## config.mk

```make
export PLATFORM = sky130hd
export DESIGN_NAME = lsu_wb_master
export DESIGN_NICKNAME = d
export VERILOG_FILES = /design/src/rtl/lsu_pkg.sv /design/src/rtl/lsu_load_extend.sv /design/src/rtl/lsu_wb_master.sv
export SDC_FILE = /design/constraint.sdc
export NUM_CORES = 1
export LEC_CHECK = 0
export CORE_MARGIN = 5
export CORE_UTILIZATION = 37
export CTS_CLUSTER_SIZE = 24
export DETAILED_ROUTE_END_ITERATION = 6
export GPL_ROUTABILITY_DRIVEN = 0
export PLACE_DENSITY = 0.77
export SYNTH_ARGS = -nofsm -noshare
export SYNTH_HDL_FRONTEND = slang
export SYNTH_SLANG_ARGS = --single-unit
```

## constraint.sdc

```tcl
create_clock -name i_clk -period 1.7 [get_ports i_clk]
set_input_delay 0.34 -clock i_clk [delete_from_list [all_inputs] [get_ports i_clk]]
set_output_delay 0.34 -clock i_clk [all_outputs]
set_load 0.02 [all_outputs]
```

## src/rtl/lsu_pkg.sv

```systemverilog
// lsu_pkg: shared types, constants and helpers for the load/store unit
// Wishbone front-end.
//   lsu_size_t   : access width (BYTE/HALF/WORD); encoding 2'b11 is illegal
//   lsu_state_t  : bus-cycle state, with ST_* constants
//   SEL_*        : byte-select patterns for right-aligned accesses
//   is_misaligned, size_to_sel, place_wdata : request decode helpers
package lsu_pkg;

  typedef enum logic [1:0] {
    BYTE = 2'b00,
    HALF = 2'b01,
    WORD = 2'b10
  } lsu_size_t;

  typedef logic [1:0] lsu_state_t;

  localparam lsu_state_t ST_IDLE = 2'd0;
  localparam lsu_state_t ST_BUS  = 2'd1;  // cyc=1, stb=1
  localparam lsu_state_t ST_WAIT = 2'd2;  // cyc=1, stb=0, waiting for ack/err
  localparam lsu_state_t ST_RESP = 2'd3;  // completion pulse cycle

  localparam logic [3:0] SEL_BYTE = 4'b0001;
  localparam logic [3:0] SEL_HALF = 4'b0011;
  localparam logic [3:0] SEL_WORD = 4'b1111;

  // Takes the raw size field so that the illegal encoding is rejected too.
  function automatic logic is_misaligned(input logic [1:0] size,
                                         input logic [1:0] addr_lo);
    logic mis;
    case (size)
      2'b00:   mis = 1'b0;
      2'b01:   mis = addr_lo[0];
      2'b10:   mis = (addr_lo != 2'b00);
      default: mis = 1'b1;
    endcase
    return mis;
  endfunction

  function automatic logic [3:0] size_to_sel(input lsu_size_t size);
    logic [3:0] sel;
    case (size)
      BYTE:    sel = SEL_BYTE;
      HALF:    sel = SEL_HALF;
      default: sel = SEL_WORD;
    endcase
    return sel;
  endfunction

  // Store data is kept right-aligned; unused upper lanes are driven to zero.
  function automatic logic [31:0] place_wdata(input lsu_size_t size,
                                              input logic [31:0] wdata);
    logic [31:0] d;
    case (size)
      BYTE:    d = {24'b0, wdata[7:0]};
      HALF:    d = {16'b0, wdata[15:0]};
      default: d = wdata;
    endcase
    return d;
  endfunction

endpackage

```

## src/rtl/lsu_load_extend.sv

```systemverilog
// lsu_load_extend: combinational sign/zero extension of returned load data.
// The slave returns the addressed lanes already shifted into the low bits.
//   data        in  32 : captured slave data
//   size        in     : access width
//   is_unsigned in  1  : zero-extend instead of sign-extend
//   ext         out 32 : extended result
module lsu_load_extend
  import lsu_pkg::*;
(
  input  logic [31:0] data,
  input  lsu_size_t   size,
  input  logic        is_unsigned,
  output logic [31:0] ext
);

  always_comb begin
    ext = data;
    case (size)
      BYTE:    ext = {{24{~is_unsigned & data[7]}}, data[7:0]};
      HALF:    ext = {{16{~is_unsigned & data[15]}}, data[15:0]};
      default: ext = data;
    endcase
  end

endmodule

```

## src/rtl/lsu_wb_master.sv

```systemverilog
// lsu_wb_master: runs one core load/store at a time as a classic Wishbone
// cycle. Generates byte selects, places store data, rejects misaligned
// requests without touching the bus, and extends returned load data.
// Optional feature: define LSU_TIMEOUT_EN to abort a bus cycle that has not
// been answered within TIMEOUT_CYCLES cycles (reported as a bus error).
//
// Ports
//   i_clk, i_rst_n                  : clock, asynchronous active-low reset
//   i_req/i_we/i_addr/i_wdata/
//   i_size/i_unsigned               : core request (sampled only when idle)
//   o_busy                          : request in flight
//   o_valid, o_rdata                : completion pulse, extended load data
//   o_misalign                      : request rejected, no bus cycle
//   o_bus_err                       : completion with error / timeout
//   o_cyc/o_stb/o_we/o_addr/
//   o_data/o_sel                    : Wishbone master outputs (registered)
//   i_ack/i_err/i_stall/i_data      : Wishbone slave responses
module lsu_wb_master
  import lsu_pkg::*;
#(
  parameter int ADDR_W         = 32,
  parameter int TIMEOUT_CYCLES = 255
) (
  input  logic              i_clk,
  input  logic              i_rst_n,
  input  logic              i_req,
  input  logic              i_we,
  input  logic [ADDR_W-1:0] i_addr,
  input  logic [31:0]       i_wdata,
  input  logic [1:0]        i_size,
  input  logic              i_unsigned,
  output logic              o_busy,
  output logic              o_valid,
  output logic [31:0]       o_rdata,
  output logic              o_misalign,
  output logic              o_bus_err,
  output logic              o_cyc,
  output logic              o_stb,
  output logic              o_we,
  output logic [ADDR_W-1:0] o_addr,
  output logic [31:0]       o_data,
  output logic [3:0]        o_sel,
  input  logic              i_ack,
  input  logic              i_err,
  input  logic              i_stall,
  input  logic [31:0]       i_data
);

  lsu_state_t  state;
  lsu_size_t   size_reg;
  logic        unsigned_reg;
  logic [31:0] data_reg;
  logic [31:0] ext_data;
  logic        in_cycle;
  logic        bus_resp;
  logic        timeout_hit;

  assign in_cycle = (state == ST_BUS) || (state == ST_WAIT);

  // A stalled strobe has not been accepted, so a response then is ignored.
  assign bus_resp = (((state == ST_BUS) && !i_stall) || (state == ST_WAIT)) &&
                    (i_ack || i_err);

`ifdef LSU_TIMEOUT_EN
  localparam int CNT_W = ($clog2(TIMEOUT_CYCLES + 1) > 8) ?
                         $clog2(TIMEOUT_CYCLES + 1) : 8;

  logic [CNT_W-1:0] tcnt;

  // Counter holds (cycles spent in this bus cycle - 1); cleared outside it.
  always_ff @(posedge i_clk or negedge i_rst_n) begin
    if (!i_rst_n) begin
      tcnt <= '0;
    end else if (in_cycle) begin
      tcnt <= tcnt + 1'b1;
    end else begin
      tcnt <= '0;
    end
  end

  assign timeout_hit = in_cycle && (tcnt == CNT_W'(TIMEOUT_CYCLES - 1));
`else
  assign timeout_hit = 1'b0;
`endif

  always_ff @(posedge i_clk or negedge i_rst_n) begin
    if (!i_rst_n) begin
      state        <= ST_IDLE;
      size_reg     <= BYTE;
      unsigned_reg <= 1'b0;
      data_reg     <= '0;
      o_valid      <= 1'b0;
      o_misalign   <= 1'b0;
      o_bus_err    <= 1'b0;
      o_cyc        <= 1'b0;
      o_stb        <= 1'b0;
      o_we         <= 1'b0;
      o_addr       <= '0;
      o_data       <= '0;
      o_sel        <= '0;
    end else begin
      o_valid    <= 1'b0;
      o_misalign <= 1'b0;
      o_bus_err  <= 1'b0;
      case (state)
        ST_IDLE: begin
          if (i_req) begin
            if (is_misaligned(i_size, i_addr[1:0])) begin
              o_misalign <= 1'b1;
            end else begin
              state        <= ST_BUS;
              o_cyc        <= 1'b1;
              o_stb        <= 1'b1;
              o_we         <= i_we;
              o_addr       <= i_addr;
              o_sel        <= size_to_sel(lsu_size_t'(i_size));
              o_data       <= place_wdata(lsu_size_t'(i_size), i_wdata);
              size_reg     <= lsu_size_t'(i_size);
              unsigned_reg <= i_unsigned;
            end
          end
        end
        ST_BUS, ST_WAIT: begin
          if (bus_resp) begin
            // err wins when ack and err arrive together
            state <= ST_RESP;
            o_cyc <= 1'b0;
            o_stb <= 1'b0;
            if (i_err) begin
              o_bus_err <= 1'b1;
            end else begin
              o_valid  <= 1'b1;
              data_reg <= i_data;
            end
          end else if (timeout_hit) begin
            state     <= ST_RESP;
            o_cyc     <= 1'b0;
            o_stb     <= 1'b0;
            o_bus_err <= 1'b1;
          end else if ((state == ST_BUS) && !i_stall) begin
            state <= ST_WAIT;
            o_stb <= 1'b0;
          end
        end
        default: begin
          state <= ST_IDLE;
        end
      endcase
    end
  end

  lsu_load_extend u_extend (
    .data        (data_reg),
    .size        (size_reg),
    .is_unsigned (unsigned_reg),
    .ext         (ext_data)
  );

  // Only a successful load presents data; stores and errors read as zero.
  assign o_rdata = (o_valid && !o_we) ? ext_data : 32'h0;
  assign o_busy  = (state != ST_IDLE);

endmodule

```

==> metrics.md, run 1 <==
| Metric | Value |
|---|---|
| Switch Pwr | `5250 uW` |
| Least-Margin Pin Slew | `574 ps` |
| Main combinational cell family by area after synthesis | `multiplexers` |
| Main flop type after synthesis | `dfrtp_1` |
| Adder and majority cell fraction of the synthesized area | `1.08%` |
| Levels on crit path | `5` |
| Final #Nets | `743` |
| Total grt overflow | `0` |
| WL/cell | `19.2 um` |
| Compound-cell area share of the yosys netlist | `8.88%` |
| Ant. Diodes | `0` |
| Slew HR | `61.7%` |
| Worst-path clk slew | `roughly 70 ps` |
| Final HPWL DP | `9690 um` |
| Die Span X | `about 120 um` |
| DRT Wirelength | `around 15,000 um` |
| Leak Pwr | `0.00418 uW` |
| WS Path Type | `reg2out` |
| Post-synth cell types | `31` |
| Count leader, synth | `dfrtp_1` |
| Dpl cells | `around 770` |
| Syn Nets | `~480` |
| Final Hold Violating Endpoints | `0` |
| Family with the most delay on the worst path | `simple AND/OR/NAND/NOR gates` |
| Max frequency | `0.468 GHz` |
| DR vias/cell | `4.85` |
| Max rail drop VDD | `0.00104 V` |
| Reg power frac | `32.1%` |
| Port Buf Inserts | `212` |
| RSZ-0062 raised after global routing | `true` |
| Pre-Repair DR Iteration Count | `4` |
| Status | `finished, violations left` |
| Synth warn | `0` |
| Antenna Violating Nets Remaining | `0` |
| Multi-input logic area | `0.00218 mm2` |
| WP data arrival | `around 1800 ps` |
| CTS tree | `done` |
| Drc violations | `0` |
| Register area | `approximately 0.0028 mm2` |
| Top cells by area, synth | `dfrtp_1, mux2_2, a21oi_1` |
| Failing checks | `setup timing` |
| Clk sink count | `110` |
| DR vias | `3,895` |
| Mapped Area | `between 0.004 and 0.005 mm2` |
| Rows | `40` |
| First-pass GRT wire length | `between 20,000 and 25,000 um` |
| Yosys top cell area share | `59.4%` |
| Asr flop ratio synth | `100%` |
| Initial antenna violation count | `0` |
| Initial Utilization | `between 30% and 40%` |
| Slowest-stage cell, CP | `or4b_4` |
| Mux share of post-synthesis cell area | `19.6%` |
| Seq/Total Area, Yosys | `59.4%` |
| Xor-xnor portion of the synthesized cell area | `0%` |
| Period utilisation layout | `126%` |
| Synthesized instance count | `366` |
| Critical path buffer and inverter count | `3` |
| Worst-Skew Late Latency | `340 ps` |
| Core area | `0.0122 mm2` |
| Number of synthesized flops with an enable pin | `0` |
| Die Y-Extent | `122 um` |
| Switching share of power | `a little over a third` |
| Die area | `0.0149 mm2` |
| Worst setup margin | `-435 ps` |
| Clk_skew | `7.28 ps` |
| Synth top cells by count | `dfrtp_1, mux2_2, nand2_1` |
| Worst-path maximum fanout | `8` |
| Cts bufs inserted | `9` |
| R2R cell count | `9` |
| Max stage delay on crit path | `between 400 and 500 ps` |
| Crit path capture type | `output pin` |
| Combinational share of power | `53.9%` |
| Synth area leader | `dfrtp_1` |
| Setup Viol. Count Final | `between 100 and 150` |
| Fillers | `822` |
| Hold WC Path Type | `in2async` |
| TNS Setup | `-12,810 ps` |
| Area grow syn2layout | `83.7%` |
| Non-Filler Instances | `803` |
| Vias in the first global route | `4,268` |
| Gr usage total | `19.6%` |
| Iter 0 DRT Violations | `124` |
| Simple-Gate Fraction of Synth Area | `slightly below 6%` |
| Crit-path cells | `buf_4 -> or4b_4 -> buf_12 -> a21oi_4 -> buf_6` |
| CTS Buffer Depth | `2` |
| Setup crit start kind | `register` |
| Max-slew violations | `0` |
| CP Data Required Time | `1360 ps` |
| H-tree levels | `3` |
| Internal power | `9270 uW` |
| Clock Power Share | `about 14%` |
| Fin crit period | `2130 ps` |
| Share of layout cells above drive strength 1 | `roughly two fifths` |
| Clk root buf | `clkbuf_16` |
| Largest net degree at the start of global routing | `111` |
| Number of synthesized register bits | `110` |
| Max-cap violation count | `0` |
| Pwr Density | `1700 mW/mm2` |
| Synthesized area per cell | `12.7 um2` |
| Boundary Pins | `213` |
==> power groups by stage <==
stage / registers [uW] / clock network [uW] / logic (uW)
after floorplan: 5520 / 0 / 2360
after global placement: 4510 / 0 / 6330
after detailed placement: 4600 / 0 / 6500
after CTS: 4590 / 2090 / 7290
after global routing: 4820 / 2220 / 8260
final: 4660 / 2040 / 7820
==> stage by stage <==
step / power [uW] / setup WS, ps / area (um2) / utilization (%) / hold WS [ps]
detailed placement: 11100 / -567 / 7340 / 60.4 / 468
floorplan: 7880 / -55.4 / 4800 / - / 44.4
global placement: 10800 / -499 / 7340 / 60.4 / 448
CTS: 14000 / -403 / 8100 / 66.6 / 96.7
global route: 15300 / -482 / 8520 / 70.0 / 122
finish: 14500 / -435 / 8520 / 70.0 / 76.2
==> cells by family after synthesis <==
kind of cell | Yosys count
DFF | 110
muxes | 81
AOI/OAI and AO/OA | 70
and+or+nand+nor | 57
buffers and inverters | 44
adders and majority gates | 4
==> layer usage <==
metal | vias to the layer above | track usage, % | wire [um]
met2 | 149 | 34.6 | 8200
li1 | 1785 | - | -
met1 | 1936 | 21.9 | 5550
met4 | 0 | 7.14 | 390
met3 | 25 | 6.92 | 1260
met5 | - | 0 | 0
==> worst paths after layout <==
kind                                          from                     end  slack [ps]
max                        size_reg[0]$_DFFE_PN0P_             o_rdata[13]        -430
min                                        i_rst_n   o_data[3]$_DFFE_PN0P_          80
max reg2reg                   state[0]$_DFFE_PN0P_  o_addr[31]$_DFFE_PN0P_        -140
min reg2reg                 o_data[20]$_DFFE_PN0P_  o_data[20]$_DFFE_PN0P_         490
max in group asynchronous                  i_rst_n        o_we$_DFFE_PN0P_        1190
min in group i_clk          o_data[20]$_DFFE_PN0P_  o_data[20]$_DFFE_PN0P_         490
==> layout by cell type, fill, tap and decap left out, drive strengths merged <==
cell           count
nor2b              4
nand2             33
a21oi             27
ha                 4
a21o               1
buf               96
dlygate4sd2        5
clkinv             1
o221ai             1
a221oi             1
o22a               1
nor3               3
nor2               3
nand3b             1
clkbuf            15
mux2              78
o21bai             1
a22o               8
and2               8
mux2i              3
o2111ai            1
nand2b             3
or4b               1
bufinv             1
dlymetal6s2s      29
clkdlybuf4s50    144
and2b              1
o22ai              1
dfrtp            110
o21ai             28
inv               22
==> cell type report <==
| class | count | area share (%) |
|---|---|---|
| repair buffers | 278 | 35.2 |
| flip-flops and latches | 110 | 32.3 |
| multi-input cells | 212 | 25.6 |
| clock buffers | 11 | 2.85 |
| well taps | 168 | 2.47 |
| inverters | 22 | 1.06 |
| clock inverters | 2 | 0.411 |
==> timing repair <==
item / in CTS / in global routing
gates cloned: 5 / 8
pin swaps: 10 / 20
setup buffers: 13 / 7
resized for setup: 260 / 112
setup endpoints to repair: 75 / 139
hold buffers: 0 / 0
No activity file was read; power rests on OpenSTA's default activity.
==> run 2: changes to the inputs <==
--- a/config.mk
+++ b/config.mk
@@ -6,11 +6,12 @@
 export NUM_CORES = 1
 export LEC_CHECK = 0
 export CORE_MARGIN = 5
-export CORE_UTILIZATION = 37
+export CORE_UTILIZATION = 42
+export CTS_CLUSTER_DIAMETER = 100
 export CTS_CLUSTER_SIZE = 24
 export DETAILED_ROUTE_END_ITERATION = 6
 export GPL_ROUTABILITY_DRIVEN = 0
-export PLACE_DENSITY = 0.77
+export PLACE_DENSITY = 0.82
 export SYNTH_ARGS = -nofsm -noshare
 export SYNTH_HDL_FRONTEND = slang
 export SYNTH_SLANG_ARGS = --single-unit
==> constraint.sdc (replaced) <==
create_clock -name i_clk -period 2.1 [get_ports i_clk]
set_input_delay 0.42 -clock i_clk [delete_from_list [all_inputs] [get_ports i_clk]]
set_output_delay 0.42 -clock i_clk [all_outputs]
set_load 0.02 [all_outputs]
==> run 2 against run 1 <==
  * The flow still finishes with violations (setup timing)
  * Total power is 33% lower
  * Register-to-register slack improved by 450 ps
  * Sequential power shrank 21%
  * Sequential share of layout area grew 5.9 points
  * Clock skew is 7.0 ps higher
  * Clock power is 40% lower
  * Utilization fell by 3.6 points
  * Global-route usage shrank 0.90 points
  * Design area shrank 16%
  * Critical endpoint is now o_rdata[12]
==> metrics.md, run 2 (synthesized netlist as in run 1, its figures left out) <==
| Metric | Value |
|---|---|
| Top sig layer | `met4 (unchanged)` |
| Drc violations | `0 (unchanged)` |
| Initial Utilization | `42.8% (was 38.1%)` |
| Leak Pwr | `0.00322 uW (was 0.00418 uW)` |
| Setup Viol. Count Final | `6 (was 103)` |
| Fin crit period | `2190 ps` |
| DRT Wirelength | `12,300 um (was 15,400 um)` |
| Least-Margin Pin Slew | `752 ps (was 574 ps)` |
| DR vias | `3,583 (was 3,895)` |
| Ant. Diodes | `0 (unchanged)` |
| RSZ-0062 raised after global routing | `true (unchanged)` |
| CTS tree | `done (unchanged)` |
| Final Hold Violating Endpoints | `0 (unchanged)` |
| Iter 0 DRT Violations | `113 (was 124)` |
| Met2 WL post-DR | `6170 um (was 8200 um)` |
| Core area | `0.0108 mm2 (was 0.0122 mm2)` |
| Slew HR | `49.6% (was 61.7%)` |
| Met3 WL post-DR | `1080 um (was 1260 um)` |
| Utilization after layout | `66.4% (was 70.0%)` |
| Gr usage total | `18.7% (was 19.6%)` |
| Max-cap violation count | `0 (unchanged)` |
| Slowest-stage cell, CP | `or4b_4 (unchanged)` |
| WL/cell | `16.8 um (was 19.2 um)` |
| Max stage delay on crit path | `600 ps (was 490 ps)` |
| Port Buf Inserts | `212 (unchanged)` |
| DR vias/cell | `4.89 (was 4.85)` |
| Status | `finished, violations left (unchanged)` |
| Die Y-Extent | `115 um (was 122 um)` |
| Most common cell after layout, fill and taps aside | `clkdlybuf4s50_1 (unchanged)` |
| Final #Nets | `697 (was 743)` |
| Failing checks | `setup timing (unchanged)` |
| Worst-Skew Late Latency | `360 ps (was 340 ps)` |
| CTS Buffer Depth | `2 (unchanged)` |
| Period utilisation layout | `104%` |
| H-tree levels | `3 (unchanged)` |
| Total grt overflow | `0 (unchanged)` |
| Max rail drop VDD | `0.000725 V (was 0.00104 V)` |
| Dpl cells | `713 (was 765)` |
| Die area | `0.0132 mm2 (was 0.0149 mm2)` |
| Worst-path maximum fanout | `6 (was 8)` |
| Boundary Pins | `213 (unchanged)` |
| Hold Buf Count CTS | `0 (unchanged)` |
| Worst-path clk slew | `90 ps (was 70 ps)` |
| First-pass GRT wire length | `19,500 um (was 22,700 um)` |
| Max-slew violations | `0 (unchanged)` |
| Initial antenna violation count | `0 (unchanged)` |
| Setup crit start kind | `register (unchanged)` |
| Die Span X | `115 um (was 122 um)` |
| Max frequency | `approximately 0.46 GHz` |
| Clk sink count | `110 (unchanged)` |
| Share of layout cells above drive strength 1 | `25.2% (was 40.8%)` |
| M1 wire length | `4740 um (was 5550 um)` |
| Critical path buffer and inverter count | `2 (was 3)` |
| Crit path capture type | `output pin (unchanged)` |
| Clk root buf | `clkbuf_8 (was clkbuf_16)` |
| Antenna Violating Nets Remaining | `0 (unchanged)` |
| Area grow syn2layout | `55.3% (was 83.7%)` |
| Cts bufs inserted | `9 (unchanged)` |
| Largest net degree at the start of global routing | `59 (was 111)` |
| WS Path Type | `reg2out (unchanged)` |
| Clk_skew | `14.3 ps (was 7.28 ps)` |
| WP data arrival | `1770 ps (was 1790 ps)` |
| Most frequent cells in the layout | `clkdlybuf4s50_1, dfrtp_1, mux2_2 (unchanged)` |
| Pwr Density | `1350 mW/mm2 (was 1700 mW/mm2)` |
| Family with the most delay on the worst path | `simple AND/OR/NAND/NOR gates (unchanged)` |
| Non-Filler Instances | `732 (was 803)` |
| CP Data Required Time | `1680 ps (was 1360 ps)` |
| R2r setup slk | `310 ps (was -140 ps)` |
| Vias in the first global route | `3,823 (was 4,268)` |
| Worst setup margin | `-89.7 ps (was -435 ps)` |
| Pre-Repair DR Iteration Count | `4 (unchanged)` |
| Final HPWL DP | `9440 um (was 9690 um)` |
| Rows | `38 (was 40)` |
| Hold WC Path Type | `in2async (unchanged)` |
| Crit-path cells | `or4b_4 -> buf_6 -> a21oi_1 -> buf_4 (was buf_4 -> or4b_4 -> buf_12 -> a21oi_4 -> buf_6)` |
## run 2: cell types whose count changed in the layout (fill, tap and decap cells not counted), sizes merged
cell	previous run	this run
buf	96	45
clkdlybuf4s50	144	178
dlymetal6s2s	29	0
clkdlybuf4s15	0	4
clkbuf	15	12
clkinv	1	2
clkinvlp	0	1
## run 2: worst reg2reg max path, stage by stage (launching register included)
cell	delay [ps]
dfrtp_1	380
inv_1	80
ha_1	190
and2b_1	220
o2111ai_4	270
buf_12	200
mux2_2	350
## run 2: routing by layer
metal	vias to the layer above	GRT usage (%)
li1	1691	-
met4	0	7.12
met5	-	0
met1	1728	21.8
met2	142	32.1
met3	22	6.26
## run 2: area by class of cell
class	instances	area [um2]
fill	854	3640
timing repair buffer	232	2300
inverter	22	82.6
clock buffer	12	135
sequential	110	2750
tap	140	175
clock inverter	4	47.5
multi-input combinational	212	1710
## run 2: through the flow
stage	instance area, um2	hold slack (ps)	setup slack [ps]	power [uW]	TNS, ps
floorplan	4630	124	139	6190	0
global placement	7010	443	-118	8350	-1690
detailed placement	7010	443	-196	8550	-4110
CTS	7140	45.3	-141	9800	-392
global route	7200	51.8	-153	10400	-2870
finish	7200	47.3	-89.7	9740	-398
## run 2: timing repair
item                       4_1_cts  5_1_grt
pin swaps                        1        2
resized for setup              127       16
setup endpoints to repair       33       32
setup buffers                    1        2
## run 2: where the power goes
| part | switching, uW | total [uW] | internal, uW |
|---|---|---|---|
| Combinational | 2300 | 4840 | 2530 |
| Sequential | 531 | 3680 | 3150 |
| Clock | 668 | 1220 | 550 |
| Total | 3500 | 9740 | 6230 |
## run 2: path summary, 6_finish.rpt
kind / start / endpoint / cells past startpoint
min in group i_clk: o_sel[0]$_DFFE_PN0P_ / o_sel[0]$_DFFE_PN0P_ / 1
max reg2reg: state[1]$_DFFE_PN0P_ / data_reg[28]$_DFFE_PN0P_ / 6
max: size_reg[1]$_DFFE_PN0P_ / o_rdata[12] / 4
max in group asynchronous: i_rst_n / o_sel[2]$_DFFE_PN0P_ / 2
min reg2reg: o_sel[0]$_DFFE_PN0P_ / o_sel[0]$_DFFE_PN0P_ / 1
min: i_rst_n / data_reg[16]$_DFFE_PN0P_ / 2
